**src/rtl/spi_master_multi.sv**
```systemverilog
// spi_master_multi: SPI master with NUM_CS active-low chip selects, all four
// CPOL/CPHA modes, a programmable half-period divider and a sticky
// transfer-complete interrupt.
// Optional build macro: SPI_MASTER_MULTI_LOOPBACK_EN adds a LoopBack input
// that routes SPI_MOSI into the receive path in place of SPI_MISO.
module spi_master_multi #(
  parameter int DATA_W = 8,
  parameter int NUM_CS = 4,
  parameter int DIV_W  = 8,
  localparam int SEL_W = (NUM_CS > 1) ? $clog2(NUM_CS) : 1
) (
  input  logic              MasterCLK,
  input  logic              Reset,
  input  logic [DATA_W-1:0] TxData,
  input  logic              Start,
  input  logic [SEL_W-1:0]  CsSel,
  input  logic              CPOL,
  input  logic              CPHA,
  input  logic [DIV_W-1:0]  ClkDiv,
  input  logic              IrqEnable,
  input  logic              IrqClear,
`ifdef SPI_MASTER_MULTI_LOOPBACK_EN
  input  logic              LoopBack,
`endif
  input  logic              SPI_MISO,
  output logic [DATA_W-1:0] RxData,
  output logic              Busy,
  output logic              Done,
  output logic              IrqPending,
  output logic              Irq,
  output logic              SPI_CLK,
  output logic              SPI_MOSI,
  output logic [NUM_CS-1:0] SPI_CS
);

  localparam int EW = $clog2(2 * DATA_W);

  typedef enum logic [1:0] {IDLE, SETUP, SHIFT, HOLD} state_t;

  state_t            state;
  state_t            state_next;
  logic [DIV_W-1:0]  div_q;
  logic [DIV_W-1:0]  cnt;
  logic [EW-1:0]     edge_cnt;
  logic              cpol_q;
  logic              cpha_q;
  logic [DATA_W-1:0] tx_sh;
  logic [DATA_W-1:0] rx_sh;
  logic [DATA_W-1:0] rx_data_q;
  logic [NUM_CS-1:0] cs_q;
  logic [NUM_CS-1:0] cs_dec;
  logic              sclk_q;
  logic              mosi_q;
  logic              done_q;
  logic              pend_q;
  logic              half_end;
  logic              last_edge;
  logic              accept;
  logic              leading;
  logic              shift_now;
  logic              miso_in;

`ifdef SPI_MASTER_MULTI_LOOPBACK_EN
  assign miso_in = LoopBack ? mosi_q : SPI_MISO;
`else
  assign miso_in = SPI_MISO;
`endif

  // Half-period boundary, edge position and shift/sample selection.
  always_comb begin
    half_end  = (cnt == div_q);
    last_edge = (edge_cnt == EW'(2 * DATA_W - 1));
    // Even edge indices move SPI_CLK away from its idle level (leading edges).
    leading   = ~edge_cnt[0];
    // CPHA=0 shifts on trailing edges, CPHA=1 on leading edges; the other edge samples.
    shift_now = (leading == cpha_q);
  end

  // Chip-select decode; an out-of-range index selects nothing.
  always_comb begin
    cs_dec = '1;
    for (int i = 0; i < NUM_CS; i++) begin
      if (int'(CsSel) == i) cs_dec[i] = 1'b0;
    end
  end

  // Next-state logic; Start is only honoured in IDLE and is never queued.
  always_comb begin
    state_next = state;
    accept     = 1'b0;
    case (state)
      IDLE: begin
        if (Start) begin
          accept     = 1'b1;
          state_next = SETUP;
        end
      end
      SETUP: if (half_end) state_next = SHIFT;
      SHIFT: if (half_end && last_edge) state_next = HOLD;
      HOLD:  if (half_end) state_next = IDLE;
      default: state_next = IDLE;
    endcase
  end

  // State register.
  always_ff @(posedge MasterCLK or negedge Reset) begin
    if (!Reset) state <= IDLE;
    else        state <= state_next;
  end

  // Half-period counter, restarted at every boundary and held at zero in IDLE.
  always_ff @(posedge MasterCLK or negedge Reset) begin
    if (!Reset)                         cnt <= '0;
    else if (state == IDLE || half_end) cnt <= '0;
    else                                cnt <= cnt + DIV_W'(1);
  end

  // SPI_CLK edge counter within SHIFT.
  always_ff @(posedge MasterCLK or negedge Reset) begin
    if (!Reset)                 edge_cnt <= '0;
    else if (state != SHIFT)    edge_cnt <= '0;
    else if (half_end)          edge_cnt <= edge_cnt + EW'(1);
  end

  // Transfer datapath: latch configuration on accept, then shift/sample per edge.
  always_ff @(posedge MasterCLK or negedge Reset) begin
    if (!Reset) begin
      cpol_q    <= 1'b0;
      cpha_q    <= 1'b0;
      div_q     <= '0;
      sclk_q    <= 1'b0;
      mosi_q    <= 1'b0;
      tx_sh     <= '0;
      rx_sh     <= '0;
      rx_data_q <= '0;
      cs_q      <= '1;
    end else if (accept) begin
      cpol_q <= CPOL;
      cpha_q <= CPHA;
      div_q  <= ClkDiv;
      sclk_q <= CPOL;
      mosi_q <= TxData[DATA_W-1];
      // CPHA=0 presents the MSB now; CPHA=1 presents it on the first leading edge.
      tx_sh  <= CPHA ? TxData : {TxData[DATA_W-2:0], 1'b0};
      cs_q   <= cs_dec;
    end else if (state == SHIFT && half_end) begin
      sclk_q <= ~sclk_q;
      if (shift_now) begin
        mosi_q <= tx_sh[DATA_W-1];
        tx_sh  <= {tx_sh[DATA_W-2:0], 1'b0};
      end else begin
        rx_sh  <= {rx_sh[DATA_W-2:0], miso_in};
      end
    end else if (state == HOLD && half_end) begin
      cs_q      <= '1;
      rx_data_q <= rx_sh;
    end
  end

  // Done pulse in the first IDLE cycle after HOLD.
  always_ff @(posedge MasterCLK or negedge Reset) begin
    if (!Reset) done_q <= 1'b0;
    else        done_q <= (state == HOLD) && half_end;
  end

  // Sticky completion flag; a Done in the same cycle as IrqClear keeps it set.
  always_ff @(posedge MasterCLK or negedge Reset) begin
    if (!Reset) pend_q <= 1'b0;
    else        pend_q <= done_q | (pend_q & ~IrqClear);
  end

  assign Busy       = (state != IDLE);
  assign Done       = done_q;
  assign RxData     = rx_data_q;
  assign IrqPending = pend_q;
  assign Irq        = pend_q & IrqEnable;
  assign SPI_CLK    = sclk_q;
  assign SPI_MOSI   = mosi_q;
  assign SPI_CS     = cs_q;

endmodule

```
**config.mk**
```make
export PLATFORM = sky130hd
export DESIGN_NAME = spi_master_multi
export DESIGN_NICKNAME = d
export VERILOG_FILES = /design/src/rtl/spi_master_multi.sv
export SDC_FILE = /design/constraint.sdc
export NUM_CORES = 1
export LEC_CHECK = 0
export ABC_AREA = 1
export ABC_CLOCK_PERIOD_IN_PS = 1970
export BUFFER_PORTS_ARGS = -buffer_cell sky130_fd_sc_hd__buf_2
export CORE_MARGIN = 3
export CORE_UTILIZATION = 31
export CTS_CLUSTER_DIAMETER = 200
export DETAILED_ROUTE_END_ITERATION = 8
export HOLD_SLACK_MARGIN = 0.1
export PLACE_DENSITY = 0.6
export SLEW_MARGIN = 40
export SYNTH_ARGS = -nofsm -noshare
export SYNTH_HDL_FRONTEND = slang
export SYNTH_SLANG_ARGS = --single-unit
```
**constraint.sdc**
```tcl
create_clock -name MasterCLK -period 1.97 [get_ports MasterCLK]
set_input_delay 0.197 -clock MasterCLK [delete_from_list [all_inputs] [get_ports MasterCLK]]
set_output_delay 0.197 -clock MasterCLK [all_outputs]
set_load 0.03 [all_outputs]
```
==> impl_metrics.prom <==
# TYPE chip_impl_metric gauge
chip_impl_info{name="outcome",value="complete, no violations"} 1
chip_impl_metric{name="cell_count_of_the_worst_reg_to_reg_path",unit=""} 12
chip_impl_info{name="synth_flop_cell",value="sky130_fd_sc_hd__dfrtp_1"} 1
chip_impl_metric{name="fillerInstances",unit=""} 876
chip_impl_metric{name="antenna_violating_nets_post_route",unit=""} 0
chip_impl_metric{name="clock_buffer_count_from_cts",unit=""} 5
chip_impl_metric{name="power",unit="µW"} 4220
chip_impl_metric{name="worst_tran_pin_value",unit="ns"} 0.798
chip_impl_metric{name="setup_viol",unit=""} 0
chip_impl_metric{name="initial_utilization",unit=""} 0.325
chip_impl_metric{name="num_vias",unit=""} 2187
chip_impl_metric{name="async_flop_share",unit=""} 1.00
chip_impl_metric{name="antenna-diode-count",unit=""} 0
chip_impl_metric{name="globalRouteTotalUtil",unit=""} 0.120
chip_impl_metric{name="pre_cts_slack",unit="ns"} 0.258
chip_impl_info{name="worstHoldPathType",value="primary input to flop"} 1
chip_impl_metric{name="clkSinkCount",unit=""} 55
chip_impl_info{name="reg2reg_from",value="cnt[5]"} 1
chip_impl_metric{name="critPathArrivalTime",unit="ns"} 1.91
chip_impl_info{name="hold_end",value="div_q[6]"} 1
chip_impl_metric{name="postSynthAreaPerCell",unit="µm²"} 8.41
chip_impl_metric{name="dr_iter_0_viols",unit=""} 89
chip_impl_metric{name="detailedPlacementHpwl",unit="mm"} 3.99
chip_impl_metric{name="syn_area",unit="µm²"} 2710
chip_impl_metric{name="routed_wire_length_per_instance",unit="µm"} 11.3
chip_impl_metric{name="grt_first_pass_wirelength",unit="mm"} 9.81
chip_impl_metric{name="hold-path-cell-count",unit=""} 3
chip_impl_metric{name="synth-edff-count",unit=""} 0
chip_impl_metric{name="via_per_inst",unit=""} 4.51
chip_impl_metric{name="globalplace.congestion",unit=""} 0.815
chip_impl_metric{name="ir_drop",unit="V"} 0.000429
chip_impl_metric{name="clock_tree.htree_level_count",unit=""} 2
chip_impl_metric{name="min_period",unit="ns"} 1.71
chip_impl_metric{name="remaining_drc_errors",unit=""} 0
chip_impl_metric{name="skew",unit="ns"} 0.00570
chip_impl_info{name="timing.critical_path.to_type",value="flop"} 1
chip_impl_metric{name="die-area",unit="µm²"} 9890
chip_impl_metric{name="grt_max_degree",unit=""} 25
chip_impl_metric{name="cp.required",unit="ns"} 2.17
chip_impl_info{name="path_class",value="flop to flop"} 1
chip_impl_info{name="rsz_0062_raised_after_global_routing",value="no"} 1
chip_impl_metric{name="synth.yosys.seq_area_share",unit=""} 0.510
chip_impl_metric{name="final_nets",unit=""} 411
chip_impl_info{name="tritoncts",value="yes"} 1
chip_impl_metric{name="yosys_register_bits",unit=""} 55
chip_impl_info{name="post_synth_most_frequent_cells",value="102 x sky130_fd_sc_hd__nand2_1, 51 x sky130_fd_sc_hd__dfrtp_1, 37 x sky130_fd_sc_hd__inv_1"} 1
chip_impl_metric{name="post-cts-setup-buffer-count",unit=""} 0
chip_impl_metric{name="timing.final.hold_violations",unit=""} 0
chip_impl_metric{name="number_of_placement_rows",unit=""} 33
chip_impl_metric{name="final.setup.worst_slack",unit="ns"} 0.255
chip_impl_metric{name="placeableCoreArea",unit="µm²"} 8340
chip_impl_metric{name="clock_insertion_delay_worst_skew",unit="ns"} 0.30
chip_impl_metric{name="post_synth_inst_count",unit=""} 322
chip_impl_info{name="r2r_end",value="tx_sh[3]"} 1
chip_impl_metric{name="synth_top_cell_area_share",unit=""} 0.471
chip_impl_metric{name="initial_antenna_violation_count",unit=""} 0
chip_impl_metric{name="leakage",unit="µW"} 0.00172
chip_impl_metric{name="floorplan.die.height",unit="µm"} 99.5
chip_impl_metric{name="fin_cells",unit=""} 485
chip_impl_metric{name="maxCapViolCount",unit=""} 0
chip_impl_metric{name="total_power_density_per_cell_area",unit="nW/µm²"} 1290
chip_impl_metric{name="area_growth",unit="%"} 20.7
chip_impl_metric{name="detail_route.first_pass.iterations",unit=""} 4
chip_impl_metric{name="timing.max_slew.rel_slack",unit=""} 0.468
chip_impl_info{name="dominant_cell_type_by_area_after_synthesis",value="sky130_fd_sc_hd__dfrtp_1"} 1
chip_impl_info{name="area_contributors_post_synth",value="sky130_fd_sc_hd__dfrtp_1 47%, sky130_fd_sc_hd__nand2_1 14%, sky130_fd_sc_hd__inv_1 5.1%, sky130_fd_sc_hd__o21ai_0 4.3%, sky130_fd_sc_hd__dfstp_2 3.9%"} 1
chip_impl_metric{name="fmaxAchievable",unit="MHz"} 583
chip_impl_metric{name="ys_types",unit=""} 30
chip_impl_metric{name="r2r_slack",unit="ns"} 0.26
chip_impl_metric{name="placed_cells",unit=""} 468
chip_impl_metric{name="timing.final.crit_share",unit=""} 0.870
chip_impl_metric{name="placement.io_buffers",unit=""} 43
chip_impl_metric{name="routed_wl",unit="mm"} 5.47
chip_impl_metric{name="layout-drive-gt1-share",unit=""} 0.226
chip_impl_metric{name="overflow",unit=""} 0
chip_impl_metric{name="finalMaxSlewViolations",unit=""} 0
chip_impl_info{name="cts_root_buf",value="sky130_fd_sc_hd__clkbuf_8"} 1
chip_impl_info{name="synthMostInstantiatedCell",value="sky130_fd_sc_hd__nand2_1"} 1
chip_impl_metric{name="critPathMaxFanout",unit=""} 10
chip_impl_info{name="hold_startpoint",value="ClkDiv[6]"} 1
chip_impl_metric{name="setup_total_negative_slack",unit="ns"} 0
chip_impl_metric{name="total_nets_after_synthesis",unit=""} 354
chip_impl_metric{name="vias_in_the_first_global_route",unit=""} 2140
chip_impl_metric{name="clock_slew_at_the_register_clock_pins_of_the_worst_setup_and_hold_paths",unit="ns"} 0.10
chip_impl_metric{name="synthesis.yosys.warnings",unit=""} 0
chip_impl_info{name="startpoint_type",value="flop"} 1
chip_impl_metric{name="design.portCount",unit=""} 44
chip_impl_metric{name="fp.dieW",unit="µm"} 99.5
chip_impl_metric{name="cts.path.max_buffers",unit=""} 2
chip_impl_metric{name="resized_cells_post_cts",unit=""} 0
## worst max path at each step
stage               startpoint       end  slack, ns  cells past startpoint
floorplan             state[0]  rx_sh[5]       0.27                      9
global placement        cnt[0]  tx_sh[4]       0.32                     12
detailed placement    state[0]  rx_sh[4]       0.26                      9
CTS                   state[0]  rx_sh[4]       0.24                      9
global route            cnt[5]  SPI_MOSI       0.04                     12
finish                  cnt[5]  tx_sh[3]       0.26                     12
## cells in the final DEF, fill, tap and decap left out, drive strengths merged
master,synthesis,routed
a31o,1,1
ha,6,6
dfstp,4,4
dlygate4sd3,0,8
inv,40,40
nor2,22,23
xor2,1,1
nand2,109,109
o21bai,1,1
nand3,17,17
clkinv,0,1
xnor2,3,3
nor3,9,9
buf,3,47
nand4,2,2
nor3b,1,1
bufinv,0,1
a21oi,5,5
o21ai,40,40
dfrtp,51,51
a31oi,4,4
clkbuf,3,6
## flip-flops by register name (all words and copies together), names as in the netlist, 2 cells and up
name,flops
RxData,8
cnt,8
div_q,8
rx_sh,8
tx_sh,8
SPI_CS,4
edge_cnt,4
state,2
## worst max-delay path, cell delays in order, from the launching register on
cell	delay, ns
sky130_fd_sc_hd__dfrtp_1	0.42
sky130_fd_sc_hd__inv_1	0.08
sky130_fd_sc_hd__nand2_1	0.05
sky130_fd_sc_hd__nand2_1	0.05
sky130_fd_sc_hd__nand2_1	0.07
sky130_fd_sc_hd__nor2_2	0.19
sky130_fd_sc_hd__nand2_4	0.14
sky130_fd_sc_hd__inv_4	0.10
sky130_fd_sc_hd__nand2_4	0.10
sky130_fd_sc_hd__nand2_4	0.16
sky130_fd_sc_hd__nand2_4	0.10
sky130_fd_sc_hd__nand2_1	0.10
sky130_fd_sc_hd__nand2_1	0.05
## logic make-up (layout without fill, tap and decap cells)
family | after synthesis | count (layout) | synth area share
XOR/XNOR | 4 | 4 | 0.0129
adder cells (fa/ha/maj) | 6 | 6 | 0.0277
flip-flops | 55 | 55 | 0.510
AO/OA/AOI/OAI | 51 | 51 | 0.112
AND/OR/NAND/NOR | 160 | 161 | 0.266
buffers and inverters | 46 | 103 | 0.0707
## per-stage QoR
step                hold WS (ns)   util  instance area, µm²
floorplan                -0.0986      -                2710
global route               0.107  0.392                3270
CTS                        0.109  0.390                3260
global placement           0.188  0.367                3060
detailed placement         0.194  0.367                3060
finish                     0.112  0.392                3270
## metal layers
metal,vias to the layer above,routed length [µm],global-route usage
met5,-,0,0
li1,1134,-,-
met4,0,46,0.0305
met3,4,208,0.0217
met1,1001,2700,0.171
met2,48,2520,0.188
## where the power goes
part | leakage [µW] | switching (µW) | internal, µW
clock | 0.0000612 | 353 | 412
combinational | 0.000973 | 1130 | 555
sequential | 0.000683 | 243 | 1520
## area by class of cell
| type | instances | area, µm² | area share |
|---|---|---|---|
| Tap cell | 105 | 131 | 0.0402 |
| Clock inverter | 2 | 35.0 | 0.0107 |
| Multi-Input combinational cell | 222 | 1150 | 0.351 |
| Sequential cell | 55 | 1380 | 0.423 |
| Timing Repair Buffer | 55 | 338 | 0.103 |
| Clock buffer | 6 | 82.6 | 0.0253 |
| Inverter | 40 | 153 | 0.0467 |
## timing repair
item / in CTS / in global routing
hold buffers: 8 / 0
endpoints found under the setup margin: 0 / 2
hold endpoints to repair: 25 / 0
(Power assumes the default switching activity.)
